`src/rtl/dcache_refill_ctrl.sv`:
```
// Data-cache refill engine: optional dirty-victim write-back, then line fetch,
// then a one-cycle fill pulse to the cache. A watchdog parks the engine in ERR.
// reset_i is active-low and asynchronous.
module dcache_refill_ctrl #(
    parameter int ADDR_W   = 32,
    parameter int LINE_W   = 128,
    parameter int OFFSET_W = 4,
    parameter int TIMEOUT  = 64
) (
    input  logic              clk_i,
    input  logic              reset_i,
    input  logic              miss_i,
    input  logic [ADDR_W-1:0] miss_addr_i,
    input  logic              victim_dirty_i,
    input  logic [ADDR_W-1:0] victim_addr_i,
    input  logic [LINE_W-1:0] victim_line_i,
    output logic              mem_req_o,
    output logic              mem_is_write_o,
    output logic [ADDR_W-1:0] mem_addr_o,
    output logic [ADDR_W-1:0] mem_write_addr_o,
    output logic [LINE_W-1:0] mem_wdata_o,
    input  logic              mem_read_ready_i,
    input  logic [LINE_W-1:0] mem_rdata_i,
    input  logic              mem_write_ack_i,
    output logic              busy_o,
    output logic              fill_valid_o,
    output logic [ADDR_W-1:0] fill_addr_o,
    output logic [LINE_W-1:0] fill_line_o,
    output logic              timeout_err_o
);

    localparam int WD_W = $clog2(TIMEOUT + 1);

    typedef enum logic [2:0] {
        S_IDLE,
        S_WB_REQ,
        S_RD_REQ,
        S_FILL,
        S_ERR
    } state_e;

    state_e            state_q, state_d;
    logic [WD_W-1:0]   wdog_q, wdog_d;
    logic [ADDR_W-1:0] miss_addr_q, miss_addr_d;
    logic [ADDR_W-1:0] victim_addr_q, victim_addr_d;
    logic [LINE_W-1:0] victim_line_q, victim_line_d;
    logic [LINE_W-1:0] fill_line_q, fill_line_d;
    logic              wdog_expire;

    // The watchdog fires on the TIMEOUT-th waiting cycle, unless a response
    // arrives in that same cycle.
    assign wdog_expire = (wdog_q == WD_W'(TIMEOUT - 1));

    always_ff @(posedge clk_i or negedge reset_i) begin
        if (!reset_i) begin
            state_q       <= S_IDLE;
            wdog_q        <= '0;
            miss_addr_q   <= '0;
            victim_addr_q <= '0;
            victim_line_q <= '0;
            fill_line_q   <= '0;
        end else begin
            state_q       <= state_d;
            wdog_q        <= wdog_d;
            miss_addr_q   <= miss_addr_d;
            victim_addr_q <= victim_addr_d;
            victim_line_q <= victim_line_d;
            fill_line_q   <= fill_line_d;
        end
    end

    always_comb begin
        state_d       = state_q;
        wdog_d        = wdog_q;
        miss_addr_d   = miss_addr_q;
        victim_addr_d = victim_addr_q;
        victim_line_d = victim_line_q;
        fill_line_d   = fill_line_q;
        unique case (state_q)
            S_IDLE: begin
                if (miss_i) begin
                    miss_addr_d   = {miss_addr_i[ADDR_W-1:OFFSET_W], {OFFSET_W{1'b0}}};
                    victim_addr_d = {victim_addr_i[ADDR_W-1:OFFSET_W], {OFFSET_W{1'b0}}};
                    victim_line_d = victim_line_i;
                    wdog_d        = '0;
                    state_d       = victim_dirty_i ? S_WB_REQ : S_RD_REQ;
                end
            end
            S_WB_REQ: begin
                if (mem_write_ack_i) begin
                    wdog_d  = '0;
                    state_d = S_RD_REQ;
                end else if (wdog_expire) begin
                    wdog_d  = '0;
                    state_d = S_ERR;
                end else begin
                    wdog_d = wdog_q + 1'b1;
                end
            end
            S_RD_REQ: begin
                if (mem_read_ready_i) begin
                    fill_line_d = mem_rdata_i;
                    wdog_d      = '0;
                    state_d     = S_FILL;
                end else if (wdog_expire) begin
                    wdog_d  = '0;
                    state_d = S_ERR;
                end else begin
                    wdog_d = wdog_q + 1'b1;
                end
            end
            S_FILL: begin
                wdog_d  = '0;
                state_d = S_IDLE;
            end
            S_ERR: state_d = S_ERR;
            default: begin
                wdog_d  = '0;
                state_d = S_IDLE;
            end
        endcase
    end

    // Decoded straight from the state register so an async reset drops
    // mem_req/busy without waiting for a clock edge.
    assign mem_req_o        = (state_q == S_WB_REQ) || (state_q == S_RD_REQ);
    assign mem_is_write_o   = (state_q == S_WB_REQ);
    assign mem_addr_o       = miss_addr_q;
    assign mem_write_addr_o = victim_addr_q;
    assign mem_wdata_o      = victim_line_q;
    assign busy_o           = (state_q != S_IDLE);
    assign fill_valid_o     = (state_q == S_FILL);
    assign fill_addr_o      = miss_addr_q;
    assign fill_line_o      = fill_line_q;
    assign timeout_err_o    = (state_q == S_ERR);

endmodule

```
`config.mk`:
```
export PLATFORM = sky130hd
export DESIGN_NAME = dcache_refill_ctrl
export DESIGN_NICKNAME = d
export VERILOG_FILES = /design/src/rtl/dcache_refill_ctrl.sv
export SDC_FILE = /design/constraint.sdc
export NUM_CORES = 1
export LEC_CHECK = 0
export ABC_CLOCK_PERIOD_IN_PS = 1980
export BUFFER_PORTS_ARGS = -buffer_cell sky130_fd_sc_hd__buf_2
export CAP_MARGIN = 10
export CORE_AREA = 2 2 268 270
export DETAILED_ROUTE_END_ITERATION = 7
export DIE_AREA = 0 0 270 272
export HOLD_SLACK_MARGIN = 0.06
export MAX_ROUTING_LAYER = met4
export SLEW_MARGIN = 15
export SYNTH_ARGS = -nofsm -noshare
export SYNTH_HDL_FRONTEND = slang
export SYNTH_SLANG_ARGS = --single-unit
```
`constraint.sdc`:
```
create_clock -name clk_i -period 1.98 [get_ports clk_i]
set_clock_uncertainty 0.15 [all_clocks]
set_input_delay 0.396 -clock clk_i [delete_from_list [all_inputs] [get_ports clk_i]]
set_output_delay 0.396 -clock clk_i [all_outputs]
set_load 0.03 [all_outputs]
```
==> summary.md, run 1 <==
| Metric | Value |
|---|---|
| Status | complete, but fails checks |
| Failing checks | setup timing |
| Worst-Skew Late Latency | between 500 and 600 ps |
| Max Cap Viol | 0 |
| Final Max Slew Viols | 0 |
| Wire length on met1 | about 17000 microns |
| Post-synth top area cell | dfrtp_1 |
| Worst hold path type | primary input to flip-flop |
| Top FF cell, synth | dfrtp_1 |
| Antenna violations before repair | 12 |
| Reg2Reg Setup Slack | -90 ps |
| Mapped Cells | 770 |
| CTS Buffer Depth | 3 |
| Synth warn | 0 |
| Die Wd | 270 microns |
| Dominant cells by area after synthesis | dfrtp_1 (62%), mux2_4 (11%), mux2_2 (9.8%) |
| Placer Congestion | 0.910 |
| Avg Inst Size Synth | 16.9 sq um |
| Post-synth top cells | dfrtp_1 (322), mux2_2 (113), mux2_1 (100), mux2_4 (99), buf_4 (41) |
| Die ar. | 0.0734 sq mm |
| RSZ-0062 raised after global routing | yes |
| Final Critical Period | 2070 ps |
| Vias per Instance | 3.72 |
| Sequential area share after synthesis | 62.1% |
| Clock Sinks | 322 |
| Design area | 0.0222 sq mm |
| DR iter-0 viols | roughly 270 |
| Ys async rst share | 100% |
| Kind of critical path | flip-flop to flip-flop |
| Area after DPL | 0.0174 sq mm |
| Largest net degree at the start of global routing | 78 |
| Power per cell area | 1730 mW/mm^2 |
| Core Box Area | 0.0708 sq mm |
| Antenna viol nets, final | 0 |
| Static Leak | 0.0106 uW |
| Synth top area share | 62.1% |
| Via count | 10300 |
| Setup WS post-layout | -92.8 ps |
| WL/cell | roughly 16 microns |
| Setup tns final | -8840 ps |
| Crit path DAT | 2330 ps |
| Worst EP required | 2240 ps |
| CP Capture Type | flip-flop |
| IO Pins | just under 700 |
| Post-Route Utilization | 31.4% |
| FP Rows | 98 |
| WL met3 | 3230 microns |
| CTS clk-pin slew, worst paths | 60 ps |
| First-pass GRT wire length | between 60000 and 70000 microns |
| Ratio of cells with drive above 1 in the final layout | 55.9% |
| Wire length on met2 | 21700 microns |
| CTS buffer count | 38 |
| Hold Slack | 150 ps |
| WL final | around 43000 microns |
| Distinct cells, synth | 41 |
| Critical Path Source Type | flip-flop |
| Max FO, Critical Path | 20 |
| Setup violations, final | 239 |
| Die Span Y | 272 microns |
| Mapped Area | between 0.01 and 0.015 sq mm |
| Number of global-route vias before repair | 11500 |
| Worst IR drop on VDD | 0.993 mV |
| Final global-route overflow total | 0 |
| CTS tree | done |
| Port buffer count | 662 |
| Setup WS pre-CTS | -25.0 ps |
| Pre-antenna DRT Iters | 4 |
| Hpwl dp | between 20000 and 30000 microns |
| Most frequent cell after synthesis | dfrtp_1 |
| #FFs+latches synth | 322 |
| Clk Tree Root Cell | clkbuf_16 |
| Period utilization | 105% |
| Gr usage total | 11.4% |
| EDFF count, synth | 0 |
| H-tree depth | 2 |
| # nets final | between 2000 and 2500 |
| Fin. Hold Viols | 0 |
| Remaining DRCs | 0 |
| Initial Utilization | 18.3% |
| Achievable clock frequency | ~480 MHz |
| Top Layer Used | met4 |
| Layout area overhead | 70.9% |
## sequential cells by signal, indices dropped and copies added (netlist names)
register and count:
fill_line_o 128, mem_wdata_o 128, fill_addr_o 28, mem_write_addr_o 28, wdog_q 7, state_q 3
## routing by layer
layer / up-vias / GRT usage [%]
met2: 458 / 19.7
li1: 4705 / -
met5: - / -
met4: 0 / 3.82
met3: 75 / 3.56
met1: 5060 / 12.4
## where the power goes
part / internal (uW) / switching [uW]
combinational: 7670 / 11800
sequential: 9940 / 1970
clock: 4230 / 2710
total: 21800 / 16500
## worst max-delay path, stage by stage, from the launching register on
cell and delay [ps]:
dfrtp_1 400, nor3_2 240, inv_2 70, buf_6 120
nor2_4 120, buf_12 200, clkbuf_16 230, mux2_1 340
## timing repair
item,4_1_cts,5_1_grt
pin swaps,4,1
gates resized for setup,23,38
cloned,0,2
endpoints found under the setup margin,64,176
hold buffers,315,0
hold endpoints to repair,600,0
setup buffers,9,3
## path summary, 6_finish.rpt
check / start / endpoint / depth (start not counted)
max in group asynchronous: reset_i / wdog_q[4]$_DFFE_PN0P_ / 4
worst max-delay path: state_q[1]$_DFFE_PN0P_ / fill_addr_o[29]$_DFFE_PN0P_ / 7
min in group asynchronous: reset_i / fill_addr_o[15]$_DFFE_PN0P_ / 2
worst min-delay path: mem_read_ready_i / state_q[2]$_DFFE_PN0P_ / 4
worst min register to register: mem_write_addr_o[28]$_DFFE_PN0P_ / mem_write_addr_o[28]$_DFFE_PN0P_ / 1
worst max register to register: state_q[1]$_DFFE_PN0P_ / fill_addr_o[29]$_DFFE_PN0P_ / 7
## logic make-up after synthesis
family / after synthesis / synth area share (%)
flip-flops: 322 / 62.1
multiplexers: 312 / 29.9
buffers and inverters: 83 / 5.34
AND/OR/NAND/NOR: 27 / 1.21
AO/OA/AOI/OAI: 23 / 1.23
adder cells (fa/ha/maj): 1 / 0.0964
other: 1 / 0.0289
XOR/XNOR: 1 / 0.0675
## through the flow
step / cells / power, uW
after detailed placement: 2367 / 30300
after CTS: 2755 / 38200
final: 2768 / 38400
after global placement: 2367 / 30000
after global routing: 2768 / 40200
after floorplan: 781 / 24900
## final cells by class
class | instances | area (sq um)
antenna | 8 | 20.0
clock buffer | 55 | 1140
clock inverter | 9 | 95.1
fill | 6906 | 48600
inverter | 5 | 23.8
multi-input combinational | 376 | 4430
sequential | 322 | 8060
tap | 950 | 1190
timing repair buffer | 1043 | 7230
## cell usage in the layout, fill, tap and decap left out, drive strengths merged, types with 3 or more instances in the layout
master       count
a31oi            3
buf            726
clkbuf          57
clkinv           7
conb            12
dfrtp          322
diode            8
dlygate4sd3    315
inv              5
mux2           312
nand2            6
nor2             8
o21ai            5
No activity file was read; power rests on OpenSTA's default activity.
==> inputs of run 2 (changes only) <==
--- a/config.mk
+++ b/config.mk
@@ -13,6 +13,7 @@
 export DIE_AREA = 0 0 270 272
 export HOLD_SLACK_MARGIN = 0.06
 export MAX_ROUTING_LAYER = met4
+export SKIP_CTS_REPAIR_TIMING = 1
 export SLEW_MARGIN = 15
 export SYNTH_ARGS = -nofsm -noshare
 export SYNTH_HDL_FRONTEND = slang
==> run 2 against run 1 <==
  * The run still ends with setup timing left
  * Combinational power grew 10%
  * Design area grew 3.7%
  * Via count grew 1.4%
  * Hold slack lost 49 ps
  * Global-route usage shrank 1.3 points
  * Sequential share of layout area shrank 1.3 points
  * Die area is the same
  * Largest power group unchanged
  * Non-clock buffer count grew 7
  * Sequential cell count is the same
  * Critical endpoint is now mem_wdata_o[75]$_DFFE_PN0P_
  * Total power grew 5.6%
==> summary.md, run 2 (synthesis results as in run 1) <==
| Metric | Value |
|---|---|
| DR iter-0 viols | 323 |
| CTS buffer count | 38 |
| CTS tree | done |
| Ratio of cells with drive above 1 in the final layout | between 60% and 70% |
| Achievable clock frequency | 482 MHz |
| Via count | 10400 |
| Placer Congestion | 0.910 |
| Worst-Skew Late Latency | 530 ps |
| Number of global-route vias before repair | 9715 |
| Most frequent cells in the layout | buf_2 (656), dfrtp_1 (321), dlygate4sd3_1 (315) |
| Period utilization | 105% |
| H-tree depth | 2 |
| Die ar. | 0.0734 sq mm |
| Die Wd | 270 microns |
| Fin. Hold Viols | 0 |
| Setup WS pre-CTS | -25.0 ps |
| Max FO, Critical Path | 14 |
| Kind of critical path | flip-flop to flip-flop |
| Status | complete, but fails checks |
| Gr usage total | 10.1% |
| Clk Tree Root Cell | clkbuf_16 |
| CP Capture Type | flip-flop |
| Port buffer count | ~660 |
| Die Span Y | 272 microns |
| Hpwl dp | 29500 microns |
| Static Leak | ~0.011 uW |
| Worst-path cell chain | nor3_4 > inv_2 > nor2_4 > buf_12 > buf_16 > clkbuf_16 > mux2_2 |
| Final global-route overflow total | 0 |
| Tot Pwr | 40500 uW |
| Final Critical Period | 2070 ps |
| Largest net degree at the start of global routing | 78 |
| Worst EP required | 2250 ps |
| Antenna violations before repair | 10 |
| FP Rows | 98 |
| CTS clk-pin slew, worst paths | around 50 ps |
| Failing checks | setup timing |
| Power per cell area | 1760 mW/mm^2 |
| CP delay by family, top | buffers and inverters |
| Initial Utilization | 18.3% |
| # nets final | roughly 2100 |
| Critical Path Source Type | flip-flop |
| WL final | 46000 microns |
| Antenna viol nets, final | 0 |
| Max Cap Viol | 0 |
| Final Max Slew Viols | 0 |
| Remaining DRCs | 0 |
| Final std cells w/o fill | 2774 |
| CTS Buffer Depth | 3 |
| First-pass GRT wire length | 56700 microns |
| Placed instance count | ~2400 |
| Clock Sinks | 322 |
| Layout area overhead | 77.3% |
| Setup WS post-layout | -94.5 ps |
| Vias per Instance | approximately 3.8 |
| IO Pins | roughly 680 |
| Buffer and inverter count on the worst path | 4 |
| RSZ-0062 raised after global routing | yes |
| Setup violations, final | between 70 and 80 |
| Core Box Area | 0.0708 sq mm |
| CP peak stage delay | ~420 ps |
| Slowest stage cell, crit path | dfrtp_1 |
| Crit path DAT | 2340 ps |
| Worst IR drop on VDD | 1.09 mV |
| Pre-antenna DRT Iters | 4 |
| Commonest non-fill, non-tap cell in the layout | buf_2 |
| WL/cell | about 17 microns |
| Worst hold path type | primary input to flip-flop |
==> run 2: stage by stage <==
step	hold slack, ps	TNS [ps]	util, %	instance area, sq um
floorplan	-49.6	0	-	13000
finish	100	-2500	32.5	23000
global route	99.8	-12810	32.5	23000
CTS	-449	-1820	26.3	18600
detailed placement	135	-256	24.6	17400
global placement	147	0	24.6	17400
==> run 2: final cells by class <==
cell class / instances / area (sq um)
clock inverter: 9 / 95.1
fill: 6823 / 47700
antenna: 7 / 17.5
clock buffer: 55 / 1140
multi-input combinational: 376 / 4910
tap: 950 / 1190
timing repair buffer: 1050 / 7570
sequential: 322 / 8060
inverter: 5 / 18.8
==> run 2: worst paths after layout <==
kind                                             startpoint                           to  slack [ps]  cells past startpoint
worst max register to register       state_q[1]$_DFFE_PN0P_  mem_wdata_o[75]$_DFFE_PN0P_         -90                      7
worst max-delay path                 state_q[1]$_DFFE_PN0P_  mem_wdata_o[75]$_DFFE_PN0P_         -90                      7
worst min register to register  mem_wdata_o[16]$_DFFE_PN0P_  mem_wdata_o[16]$_DFFE_PN0P_         340                      1
worst min-delay path                                 miss_i       state_q[1]$_DFFE_PN0P_         100                      3
min in group asynchronous                           reset_i  fill_addr_o[15]$_DFFE_PN0P_         180                      2
max in group asynchronous                           reset_i       state_q[2]$_DFFE_PN0P_         680                      4
==> run 2: power by group <==
part	internal (uW)	total [uW]	switching, uW	leakage (uW)
clock network	4230	6940	2720	0.000614
logic	9240	21500	12300	0.00678
registers	9940	12100	2110	0.00381
total	23400	40500	17100	0.0112
==> run 2: metal layers <==
metal / vias up / global-route usage [%] / wire, microns
met1: 5196 / 11.0 / 18400
met3: 68 / 3.86 / 3250
li1: 4717 / - / -
met2: 465 / 16.9 / 23200
met5: - / - / 0
met4: 0 / 3.49 / 1120
==> run 2: worst reg2reg max path, cell delays in order, from the launching register on <==
cell,delay [ps]
dfrtp_1,420
nor3_4,230
inv_2,80
nor2_4,150
buf_12,170
buf_16,170
clkbuf_16,250
mux2_2,340
